==> src/rtl/conv_pass_sched_if.sv <==
// Layer configuration and pixel-stream handshake between the conv front end and the pass scheduler.
interface conv_pass_sched_if #(
  parameter int ROW_BUFFER_DEPTH = 9,
  parameter int GRP_WIDTH        = 6
);
  logic                        start;
  logic [1:0]                  cfg_mode;
  logic [ROW_BUFFER_DEPTH-1:0] cfg_row_len;
  logic [ROW_BUFFER_DEPTH-1:0] cfg_rows;
  logic [GRP_WIDTH-1:0]        cfg_ic_grp;
  logic [GRP_WIDTH-1:0]        cfg_oc_grp;
  logic                        pix_valid;
  logic                        pix_ready;

  modport master (
    output start, cfg_mode, cfg_row_len, cfg_rows, cfg_ic_grp, cfg_oc_grp, pix_valid,
    input  pix_ready
  );

  modport slave (
    input  start, cfg_mode, cfg_row_len, cfg_rows, cfg_ic_grp, cfg_oc_grp, pix_valid,
    output pix_ready
  );
endinterface

==> src/rtl/conv_pass_sched.sv <==
// Pass scheduler for the 3x3 conv unit: one pass per (oc group, ic group); start->CFG in 1 cycle, strobes at transfer+1/+1+M/+2+M.
// Backpressure: pix_ready only in RUN; pix_valid stalls freeze position counters while strobe delay lines keep shifting.
module conv_pass_sched #(
  parameter int ROW_BUFFER_DEPTH    = 9,
  parameter int GRP_WIDTH           = 6,
  parameter int MULT_PIPELINE_STAGE = 2
) (
  input  logic                        clk,
  input  logic                        rst,
  input  logic                        state_rst,
  conv_pass_sched_if.slave            bus,
  output logic [2:0]                  current_state,
  output logic [ROW_BUFFER_DEPTH-1:0] buff_len_ctrl,
  output logic                        buff_len_rst,
  output logic                        win_valid,
  output logic                        adder_rst,
  output logic                        out_valid,
  output logic [GRP_WIDTH-1:0]        ic_idx,
  output logic [GRP_WIDTH-1:0]        oc_idx,
  output logic                        busy,
  output logic                        done
);
  localparam int RW = ROW_BUFFER_DEPTH;
  localparam int GW = GRP_WIDTH;
  localparam int M  = MULT_PIPELINE_STAGE;
  localparam int DW = $clog2(M + 2);

  typedef enum logic [2:0] {
    S_IDLE  = 3'd0,
    S_CFG   = 3'd1,
    S_RUN   = 3'd2,
    S_DRAIN = 3'd3,
    S_DONE  = 3'd4
  } state_t;

  state_t        state;
  state_t        state_nxt;
  logic          abort;
  logic          cfg_ok;
  logic          xfer;
  logic          pass_end;
  logic          more_ic;
  logic          more_oc;
  logic          win_px;
  logic [1:0]    mode;
  logic [RW-1:0] row_len;
  logic [RW-1:0] rows;
  logic [RW-1:0] col;
  logic [RW-1:0] row;
  logic [GW-1:0] ic_grp;
  logic [GW-1:0] oc_grp;
  logic [DW-1:0] drain_cnt;
  logic [M:0]    adr_pipe;
  logic [M+1:0]  out_pipe;

  assign abort    = rst | state_rst;
  assign cfg_ok   = (bus.cfg_row_len >= RW'(3)) && (bus.cfg_rows >= RW'(3)) &&
                    (bus.cfg_ic_grp != '0) && (bus.cfg_oc_grp != '0);
  assign xfer     = (state == S_RUN) && bus.pix_valid;
  assign pass_end = xfer && (col == row_len - RW'(1)) && (row == rows - RW'(1));
  assign more_ic  = ic_idx != ic_grp - GW'(1);
  assign more_oc  = oc_idx != oc_grp - GW'(1);
  assign win_px   = xfer && (row >= RW'(2)) && (col >= RW'(2));

  assign buff_len_ctrl = row_len;
  assign adder_rst     = adr_pipe[M];
  assign out_valid     = out_pipe[M+1];

  always_ff @(posedge clk) begin
    if (abort) state <= S_IDLE;
    else       state <= state_nxt;
  end

  always_comb begin
    state_nxt = state;
    case (state)
      S_IDLE:  if (bus.start && cfg_ok) state_nxt = S_CFG;
      S_CFG:   state_nxt = S_RUN;
      S_RUN:   if (pass_end) state_nxt = (more_ic || more_oc) ? S_CFG : S_DRAIN;
      S_DRAIN: if (drain_cnt == DW'(M + 1)) state_nxt = S_DONE;
      S_DONE:  state_nxt = S_IDLE;
      default: state_nxt = S_IDLE;
    endcase
  end

  always_comb begin
    bus.pix_ready = (state == S_RUN);
    buff_len_rst  = (state == S_CFG);
    busy          = (state == S_CFG) || (state == S_RUN) || (state == S_DRAIN);
    done          = (state == S_DONE);
    current_state = busy ? {1'b0, mode} : 3'b000;
  end

  always_ff @(posedge clk) begin
    if (abort) begin
      mode      <= '0;
      row_len   <= '0;
      rows      <= '0;
      ic_grp    <= '0;
      oc_grp    <= '0;
      col       <= '0;
      row       <= '0;
      ic_idx    <= '0;
      oc_idx    <= '0;
      drain_cnt <= '0;
      win_valid <= 1'b0;
      adr_pipe  <= '0;
      out_pipe  <= '0;
    end else begin
      if (state == S_IDLE && bus.start && cfg_ok) begin
        // mode 0 is run as mode A
        mode    <= (bus.cfg_mode == 2'd0) ? 2'd1 : bus.cfg_mode;
        row_len <= bus.cfg_row_len;
        rows    <= bus.cfg_rows;
        ic_grp  <= bus.cfg_ic_grp;
        oc_grp  <= bus.cfg_oc_grp;
      end

      if (state == S_CFG) begin
        col <= '0;
        row <= '0;
      end else if (xfer) begin
        if (col == row_len - RW'(1)) begin
          col <= '0;
          row <= row + RW'(1);
        end else begin
          col <= col + RW'(1);
        end
      end

      if (pass_end) begin
        if (more_ic) begin
          ic_idx <= ic_idx + GW'(1);
        end else if (more_oc) begin
          ic_idx <= '0;
          oc_idx <= oc_idx + GW'(1);
        end
      end else if (state == S_DONE) begin
        ic_idx <= '0;
        oc_idx <= '0;
      end

      drain_cnt <= (state == S_DRAIN) ? drain_cnt + DW'(1) : '0;

      // delay lines run every cycle so in-flight strobes are unaffected by stalls
      win_valid <= win_px;
      adr_pipe  <= {adr_pipe[M-1:0], win_px && (ic_idx == '0)};
      out_pipe  <= {out_pipe[M:0], win_px && !more_ic};
    end
  end
endmodule

==> src/flat_wrapper.sv <==
// flat-port wrapper written by rule: the top's interface ports become plain ports
module conv_pass_sched_flat 
#(
  parameter int ROW_BUFFER_DEPTH    = 9,
  parameter int GRP_WIDTH           = 6,
  parameter int MULT_PIPELINE_STAGE = 2
)
  (clk, rst, state_rst, current_state, buff_len_ctrl, buff_len_rst, win_valid, adder_rst, out_valid, ic_idx, oc_idx, busy, done, bus_start, bus_cfg_mode, bus_cfg_row_len, bus_cfg_rows, bus_cfg_ic_grp, bus_cfg_oc_grp, bus_pix_valid, bus_pix_ready);
  conv_pass_sched_if #(.ROW_BUFFER_DEPTH(ROW_BUFFER_DEPTH), .GRP_WIDTH(GRP_WIDTH)) bus_i ();
  input  logic clk;
  input  logic rst;
  input  logic state_rst;
  output logic [2:0] current_state;
  output logic [ROW_BUFFER_DEPTH-1:0] buff_len_ctrl;
  output logic buff_len_rst;
  output logic win_valid;
  output logic adder_rst;
  output logic out_valid;
  output logic [GRP_WIDTH-1:0] ic_idx;
  output logic [GRP_WIDTH-1:0] oc_idx;
  output logic busy;
  output logic done;
  input wire logic [$bits(bus_i.start)-1:0] bus_start;
  input wire logic [$bits(bus_i.cfg_mode)-1:0] bus_cfg_mode;
  input wire logic [$bits(bus_i.cfg_row_len)-1:0] bus_cfg_row_len;
  input wire logic [$bits(bus_i.cfg_rows)-1:0] bus_cfg_rows;
  input wire logic [$bits(bus_i.cfg_ic_grp)-1:0] bus_cfg_ic_grp;
  input wire logic [$bits(bus_i.cfg_oc_grp)-1:0] bus_cfg_oc_grp;
  input wire logic [$bits(bus_i.pix_valid)-1:0] bus_pix_valid;
  output wire logic [$bits(bus_i.pix_ready)-1:0] bus_pix_ready;
  assign bus_i.start = bus_start;
  assign bus_i.cfg_mode = bus_cfg_mode;
  assign bus_i.cfg_row_len = bus_cfg_row_len;
  assign bus_i.cfg_rows = bus_cfg_rows;
  assign bus_i.cfg_ic_grp = bus_cfg_ic_grp;
  assign bus_i.cfg_oc_grp = bus_cfg_oc_grp;
  assign bus_i.pix_valid = bus_pix_valid;
  assign bus_pix_ready = bus_i.pix_ready;
  conv_pass_sched #(.ROW_BUFFER_DEPTH(ROW_BUFFER_DEPTH), .GRP_WIDTH(GRP_WIDTH), .MULT_PIPELINE_STAGE(MULT_PIPELINE_STAGE)) u_core (.clk(clk), .rst(rst), .state_rst(state_rst), .bus(bus_i), .current_state(current_state), .buff_len_ctrl(buff_len_ctrl), .buff_len_rst(buff_len_rst), .win_valid(win_valid), .adder_rst(adder_rst), .out_valid(out_valid), .ic_idx(ic_idx), .oc_idx(oc_idx), .busy(busy), .done(done));
endmodule
==> config.mk <==
export PLATFORM = sky130hd
export DESIGN_NAME = conv_pass_sched_flat
export DESIGN_NICKNAME = d
export VERILOG_FILES = /design/src/rtl/conv_pass_sched_if.sv /design/src/rtl/conv_pass_sched.sv /design/src/flat_wrapper.sv
export SDC_FILE = /design/constraint.sdc
export NUM_CORES = 1
export LEC_CHECK = 0
export ABC_AREA = 1
export BUFFER_PORTS_ARGS = -buffer_cell sky130_fd_sc_hd__buf_4
export CAP_MARGIN = 10
export CELL_PAD_IN_SITES_DETAIL_PLACEMENT = 0
export CELL_PAD_IN_SITES_GLOBAL_PLACEMENT = 1
export CORE_MARGIN = 10
export CORE_UTILIZATION = 40
export CTS_CLUSTER_DIAMETER = 100
export DETAILED_ROUTE_END_ITERATION = 12
export PLACE_DENSITY = 0.89
export SYNTH_ARGS = -nofsm -noshare
export SYNTH_HDL_FRONTEND = slang
export SYNTH_SLANG_ARGS = --single-unit
==> constraint.sdc <==
create_clock -name clk -period 3.45 [get_ports clk]
set_input_delay 0.5175 -clock clk [delete_from_list [all_inputs] [get_ports clk]]
set_output_delay 0.5175 -clock clk [all_outputs]
set_load 0.03 [all_outputs]
After elaboration in Yosys (flattened, before gate mapping)
Index checks and enable logic that the tools add are counted.
{"block": "totals", "reg_bits": 75, "out_inout_bits": 31, "inputBits": 37, "wordCells": 88}
{"block": "classes", "n_eq_ne": 15, "reduce_logical": 29, "add_sub_neg": 9, "magnitude_cmp": 4, "bitwise": 2, "n_mux": 15}
{"operator": "two-way mux 6 bit", "count": 7}
{"operator": ">= comparator 9 x 2 -> 1 bit (second input constant)", "count": 4}
{"operator": "adder 9 x 1 -> 9 bit (second input constant)", "count": 2}
{"operator": "== test 9 bit", "count": 2}
{"operator": "subtractor 9 x 1 -> 9 bit (second input constant)", "count": 2}
{"operator": "logical AND 1 bit", "count": 13}
{"operator": "adder 6 x 1 -> 6 bit (second input constant)", "count": 2}
{"operator": "inequality test 6 bit", "count": 2}
{"operator": "one-hot mux 3 bit (4 select lines)", "count": 1}
{"operator": "nonzero test 6 bit", "count": 2}
{"operator": "subtractor 6 x 1 -> 6 bit (second input constant)", "count": 2}
{"operator": "two-way mux 3 bit", "count": 3}
{"operator": "two-way mux 9 bit", "count": 1}
{"operator": "== test 3 x 2 -> 1 bit (second input constant)", "count": 2}
{"operator": "zero test 6 bit", "count": 1}
{"operator": "two-way mux 2 bit", "count": 3}
{"operator": "inequality test 2 x 1 -> 1 bit (second input constant)", "count": 3}
{"operator": "AND reduction 3 bit", "count": 2}
{"operator": "inequality test 2 bit (second input constant)", "count": 2}
{"operator": "AND reduction 2 bit", "count": 2}
{"operator": "OR reduction 2 bit", "count": 2}
{"operator": "== test 3 x 1 -> 1 bit (second input constant)", "count": 1}
{"operator": "== test 3 bit (second input constant)", "count": 1}
{"operator": "zero test 3 bit", "count": 1}
{"operator": "9 further kinds", "count": 11}

Longest topological paths before layout
Gate-level depths: netlist (run 1).
{"block": "logic_depth", "word_depth": 7, "mapped_depth": 17}

Worst setup path after synthesis (run 1)
Ideal clock, no wire load.
{"block": "synth_path", "path_kind": "register to register", "from": "register u_core.row_len[0], in the netlist u_core.buff_len_ctrl[0]", "to": "register u_core.oc_idx[5]", "period_less_slack_ns": 2.227, "required_ns": 3.334, "stages_incl_launch_ff": 18, "arrival_time_ns": 2.111, "setup_slack_ns": 1.223, "cell_sequence": "dfxtp_1 -> inv_1 -> ha_1 -> nand2_1 -> inv_1 -> nor2_1 -> nand2_1 -> nor2_1 -> nand2_1 -> nor2_2 -> nand2_2 -> nor2_8 -> nand3_2 -> nand2_2 -> buf_6 -> nand3_1 -> nand2_1 -> nor2_1"}
{"block": "synth_via", "elab_chain_cells": 6, "elab_cells_between_ends": 9}
{"item": "start, declared", "line_no": "conv_pass_sched.sv:46", "text": "logic [RW-1:0] row_len;"}
{"item": "start signal, assigned", "line_no": "conv_pass_sched.sv:113", "text": "row_len <= bus.cfg_row_len;"}
{"item": "subtractor 9 x 1 -> 9 bit (*)", "line_no": "conv_pass_sched.sv:60", "text": "assign pass_end = xfer && (col == row_len - RW'(1)) && (row == rows - RW'(1));"}
{"item": "== test 9 bit (*)", "line_no": "conv_pass_sched.sv:60"}
{"item": "logical AND 1 bit (*) (2 in series)", "line_no": "conv_pass_sched.sv:60"}
{"item": "inequality test 2 bit (no source line) or nonzero test 2 bit (tied branches)"}
{"item": "AND reduction 3 bit (no source line)"}
{"item": "end signal, assigned", "line_no": "conv_pass_sched.sv:136", "text": "oc_idx <= oc_idx + GW'(1);"}
{"item": "end, declared", "line_no": "conv_pass_sched.sv:19", "text": "output logic [GRP_WIDTH-1:0] oc_idx,"}
Mark *: on every way between the ends. The rest lies on a longest branch, timed or not.
A chain may end at the register's enable or synchronous reset.

Final worst setup path (run 1)
{"block": "layout_path", "from": "register u_core.row_len[0], in the netlist u_core.buff_len_ctrl[0]", "to": "register u_core.oc_idx[3]"}
Same word-level chain as after synthesis.

==> reports/results.txt, run 1 <==
Initial antenna violation count -> 0
Max H-tree Level -> 3
Worst path required time -> 3690 ps
Critical path class -> reg -> reg
Maximum vdd drop -> 0.161 mV
GP Congestion -> 0.862
Vias/cell -> 4.97
CTS clk-pin slew, worst paths -> 90 ps
Largest cells by area after synthesis -> dfxtp_1, nand2_1, inv_1
Inserted Clock Buffers -> 9
Vias in the first global route -> 4206
Diode count -> 0
Remaining antenna violation count -> 0
Yosys top cell area share -> 34.8%
Setup TNS -> 0 ps
Mapped Cells -> 667
Post-Route WL -> 11.5 mm
CTS tree -> built
First-pass GRT wire length -> 19.5 mm
Bufs on Longest Clock Path -> 2
CP most frequent cell -> nand2_1
CTS hold repair buffers -> 0
Leak pwr -> 0.00238 uW
Worst Setup Start Kind -> flip-flop
Post-CTS Setup Inserts -> 0
Max-Cap Viols -> 0
Worst hold path type -> reg -> reg
Clk Tree Root Cell -> clkbuf_8
Placed cell area -> 4940 sq um
Initial core utilization -> 41.4%
PortBufs -> 66
Hold Path Depth -> 2
Die Area -> 15300 sq um
HPWL Detailed -> 9.04 mm
Top delay family on crit path -> simple AND/OR/NAND/NOR gates
GR Overflow Total -> 0
Avg Cell Area, Syn -> 6.47 sq um
PwrDens -> 399 nW/um^2
DR vias -> 4348
R2r setup slk -> 1170 ps
Layout cells sized above 1 -> 14.0%
Fmax -> 439 MHz
Total track usage -> 15.5%
CP cell instances -> inv_1, ha_1, nand2_1, inv_1, nor2_1, nand2_1, nor2_1, nand2_1, nor2_2, nand2_2, nor2_8, nand3_2, nand2_2, nand3_1, nand2_1, nor2_1
Post-synthesis sequential area ratio -> 34.8%
First-pass DRT Iterations -> 5
Outcome -> complete, no violations
Post-synth EDFFs -> 0
Critical path depth -> 16
Worst r2r src -> u_core.buff_len_ctrl[0]
Hold Slack -> 398 ps
Synth area leader -> dfxtp_1
Setup crit start -> u_core.buff_len_ctrl[0]
Max-Slew Margin vs Limit -> 51.3%
WL/cell -> 13.2 microns
Crit end category -> flip-flop
Finish-stage setup viols -> 0
Netlist cell types -> 35
RSZ-0062 raised after global routing -> false
Predominant post-synthesis flop cell -> dfxtp_1
Std cell rows -> 37
Worst Skew -> 16.3 ps
CTS resizes -> 0
Die height -> 124 microns
Core footprint -> 10400 sq um
Slew Limit Fails -> 0
FF-to-FF path depth -> 16
Pwr Total -> 2070 uW
Fin crit share -> 66.0%
Net Count, Synth -> 716
Die W -> 124 microns
CTS Sinks -> 75
Buf/Inv on CP -> 2
Final Critical Period -> 2280 ps
Worst-Margin Slew -> 723 ps
I/O pin total -> 68
Yosys reg bits -> 75
Layout net count -> 783
Ys Warns -> 0
Cell area after layout -> 5190 sq um
Fraction of registers with async set/reset -> 0%
WP data arrival -> 2520 ps
Drt drc -> 0
Clk Latency, worst-skew pair -> 350 ps
Mapped cell area -> 4310 sq um
Largest net degree at the start of global routing -> 31
Reg2Reg Capture Point -> u_core.oc_idx[3]
Worst-path maximum fanout -> 11
Worst path slowest cell -> dfxtp_1
Endpoints failing hold -> 0
Synth-to-Final Area Change -> 20.3%
CP max stage delay -> 400 ps
Critical path capture point -> u_core.oc_idx[3]
DRT iter0 DRCs -> 294
-- where the power goes --
group	internal [uW]	switching, uW
sequential	885	18.6
clock	516	329
combinational	119	204
-- stage by stage --
stage	cells	util (%)	setup slack [ps]
after floorplan	667	-	1220
after global placement	859	47.4	1110
after detailed placement	859	47.4	1030
after CTS	874	49.8	1160
after global routing	874	49.8	832
final	874	49.8	1170
-- cell type report --
class / count / area [sq um]
fillers: 1070 / 5230
multi-input cells: 481 / 2380
flip-flops and latches: 75 / 1500
repair buffers: 69 / 518
inverters: 98 / 369
well taps: 136 / 170
clock buffers: 11 / 151
clock inverters: 4 / 97.6
-- flip-flops by register name (all words and copies together), names as in the netlist, 2 cells and up --
register              cells
u_core.state              3
u_core.col                9
u_core.rows               9
u_core.ic_grp             6
u_core.ic_idx             6
u_core.mode               2
u_core.oc_grp             6
u_core.out_pipe           4
u_core.oc_idx             6
u_core.row                9
u_core.buff_len_ctrl      9
u_core.drain_cnt          2
u_core.adr_pipe           3
-- routing by layer --
metal / global-route usage, % / vias to the layer above / part of all wire [%]
met3: 3.62 / 21 / 5.6
met2: 25.0 / 113 / 46
met1: 19.7 / 1948 / 46
li1: - / 2266 / -
met5: 0 / - / 0
met4: 5.75 / 0 / 2.0
-- tightest hold or removal path: stages (launching register included) --
cell and delay [ps]:
dfxtp_1 300, inv_1 40, nor2_1 30
-- kinds of logic (layout without fill, tap and decap cells) --
family / after synthesis / in the layout / share of synthesized area [%]
adders and majority gates: 12 / 12 / 3.48
AOI/OAI and AO/OA: 98 / 98 / 11.6
other: 1 / 1 / 0.0869
xor gates and xnor gates: 22 / 22 / 4.47
and+or+nand+nor: 348 / 348 / 35.4
DFF: 75 / 75 / 34.8
buffers and inverters: 111 / 182 / 10.1
-- worst min path at each step --
stage                             from                  to
global route        u_core.out_pipe[1]  u_core.out_pipe[2]
global placement    u_core.out_pipe[1]  u_core.out_pipe[2]
finish              u_core.out_pipe[1]  u_core.out_pipe[2]
floorplan           u_core.adr_pipe[0]  u_core.adr_pipe[1]
detailed placement  u_core.out_pipe[1]  u_core.out_pipe[2]
CTS                 u_core.out_pipe[1]  u_core.out_pipe[2]
-- synthesized netlist by cell type, types with 6 or more instances --
cell / number
o21ai_0: 41
xnor2_1: 7
ha_1: 12
nand3_1: 52
nand4_1: 9
nor4_1: 6
nand2_1: 162
nor3_1: 14
xor2_1: 15
clkbuf_1: 9
inv_1: 93
dfxtp_1: 75
nor2_1: 85
a21oi_1: 51
-- placed cells by master, fill, tap and decap left out, types with 4 or more instances in the layout --
cell type and instances:
a21oi_1 51, buf_4 69, clkbuf_8 11, dfxtp_1 75, ha_1 12, inv_1 93, nand2_1 162, nand2_2 4
nand3_1 51, nand4_1 9, nor2_1 84, nor2_2 4, nor3_1 14, nor3b_1 4, nor4_1 6, o21ai_0 41
xnor2_1 7, xor2_1 15
Note: power is estimated with default switching activity, not from simulation.
==> run 2, diff against run 1 <==
- clock period: 3.45 -> 2.2 ns (I/O delays scaled with it)
==> reports/results.txt, run 2 (synthesis results as in run 1) <==
Initial core utilization -> 41.4% (unchanged)
Initial antenna violation count -> 0 (unchanged)
CTS tree -> built
Final Critical Period -> 2090 ps (-185 ps)
PwrDens -> 619 nW/um^2 (+55%)
CP cell instances -> inv_2, ha_4, nand2_2, inv_2, nor2_4, nand2_1, nor2_1, nand2_1, nor2_2, nand2_4, nor2_8, nand2_2, nor2_4, inv_1, o21ai_1, nor2_1
WP data arrival -> 2350 ps (-170 ps)
Critical path class -> reg -> reg
Vias in the first global route -> 4142 (-1.5%)
Cell area after layout -> 5460 sq um (+5.2%)
Outcome -> complete, no violations
Slew Limit Fails -> 0 (unchanged)
Max-Cap Viols -> 0 (unchanged)
PortBufs -> 66 (unchanged)
Leak pwr -> 0.00249 uW (+4.7%)
RSZ-0062 raised after global routing -> true
I/O pin total -> 68 (unchanged)
Vias/cell -> 4.97 (-0.15%)
Largest net degree at the start of global routing -> 39 (+26%)
Core Util, Final -> 52.4% (+2.6 points)
Placed cell area -> 5000 sq um (+1.2%)
CP max stage delay -> 350 ps (-50 ps)
Fin crit share -> 95.0% (+29 points)
CTS Sinks -> 75 (unchanged)
Clk Latency, worst-skew pair -> 360 ps (about the same)
Maximum vdd drop -> 0.281 mV (+74%)
Std cell rows -> 37 (unchanged)
Diode count -> 0 (unchanged)
Inserted Clock Buffers -> 9 (unchanged)
GR Overflow Total -> 0 (unchanged)
Synth-to-Final Area Change -> 26.5%
Bufs on Longest Clock Path -> 2 (unchanged)
Worst Skew -> 13.5 ps (-2.86 ps)
Worst path slowest cell -> dfxtp_2
HPWL Detailed -> 9.08 mm (+0.42%)
Clk Tree Root Cell -> clkbuf_8
Finish-stage setup viols -> 0 (unchanged)
CTS clk-pin slew, worst paths -> 90 ps (about the same)
Worst-path maximum fanout -> 5 (-6)
Pwr Total -> 3380 uW (+63%)
First-pass GRT wire length -> 19.1 mm (-2.3%)
Max H-tree Level -> 3 (unchanged)
FILL cells -> 1054 (-1.5%)
Fin cells -> 890 (+1.8%)
Die W -> 124 microns (unchanged)
DRT iter0 DRCs -> 306 (+4.1%)
Endpoints failing hold -> 0 (unchanged)
Remaining antenna violation count -> 0 (unchanged)
Core footprint -> 10400 sq um (unchanged)
First-pass DRT Iterations -> 5 (unchanged)
CTS hold repair buffers -> 0 (unchanged)
Worst path required time -> 2460 ps (-1230 ps)
WL/cell -> 13.3 microns (+0.51%)
DR vias -> 4421 (+1.7%)
Dpl cells -> 867 (+0.93%)
Die Area -> 15300 sq um (unchanged)
Worst Setup Start Kind -> flip-flop
Crit end category -> flip-flop
Layout net count -> 798 (+1.9%)
Layout cells sized above 1 -> 18.8% (+4.9 points)
Final setup margin -> 110 ps (-1060 ps)
Commonest cells after routing, fill and taps aside -> nand2_1, inv_1, buf_4
Total track usage -> 15.3% (-0.16 points)
Worst hold path type -> in -> reg
Commonest non-fill, non-tap cell in the layout -> nand2_1
Pre-CTS setup slack -> 63.6 ps (-965 ps)
Fmax -> 478 MHz (+8.9%)
Die height -> 124 microns (unchanged)
Drt drc -> 0 (unchanged)
GP Congestion -> 0.843 (-2.3%)
Post-Route WL -> 11.8 mm (+2.3%)
==> run 2: cell count changes in the layout (fill, tap and decap cells not counted), sizes merged <==
cell and change:
nand2 +2, nor2 +1, clkbuf -2, bufinv +1, buf +12, clkinvlp +1
clkinv +1
==> run 2: cell type report <==
| type | count | area (sq um) | share of cell area, % |
|---|---|---|---|
| clock inverters | 7 | 140 | 2.57 |
| well taps | 136 | 170 | 3.12 |
| repair buffers | 81 | 608 | 11.1 |
| multi-input cells | 484 | 2540 | 46.5 |
| inverters | 98 | 372 | 6.81 |
| clock buffers | 9 | 124 | 2.27 |
| flip-flops and latches | 75 | 1510 | 27.6 |
==> run 2: through the flow <==
stage	hold slack [ps]	TNS, ps
floorplan	394	0
global placement	400	0
detailed placement	406	0
CTS	223	0
global route	229	-421
finish	234	0
==> run 2: critical path: cells and delay by family (launching register included) <==
kind,cells,cell delay [ps]
flip-flops,1,350
adder cells (fa/ha/maj),1,240
buffers and inverters,3,150
AND/OR/NAND/NOR,11,1130
AO/OA/AOI/OAI,1,120
==> run 2: path summary, 6_finish.rpt <==
kind | to | startpoint | slack (ps) | depth (start not counted)
setup reg to reg | u_core.row[4] | u_core.buff_len_ctrl[1] | 110 | 16
hold reg to reg | u_core.adr_pipe[1] | u_core.adr_pipe[0] | 400 | 2
hold / removal | u_core.buff_len_ctrl[6] | bus_cfg_row_len[6] | 230 | 3
setup / recovery | u_core.row[4] | u_core.buff_len_ctrl[1] | 110 | 16
==> run 2: what timing repair did <==
action / CTS / global route
setup endpoints to repair: 0 / 30
setup buffers: 0 / 4
resized for setup: 0 / 39
==> run 2: layer usage <==
metal	wire, microns	global-route usage (%)	up-vias
met3	516	2.99	13
met4	197	6.40	0
met2	5520	25.0	82
met5	0	0	-
met1	5570	19.4	2029
li1	-	-	2297
==> run 2: where the power goes <==
| part | switching [uW] | internal, uW | leakage (uW) |
|---|---|---|---|
| combinational | 332 | 203 | 0.00175 |
| clock | 561 | 866 | 0.000125 |
| sequential | 28.2 | 1390 | 0.000609 |
| total | 921 | 2460 | 0.00249 |
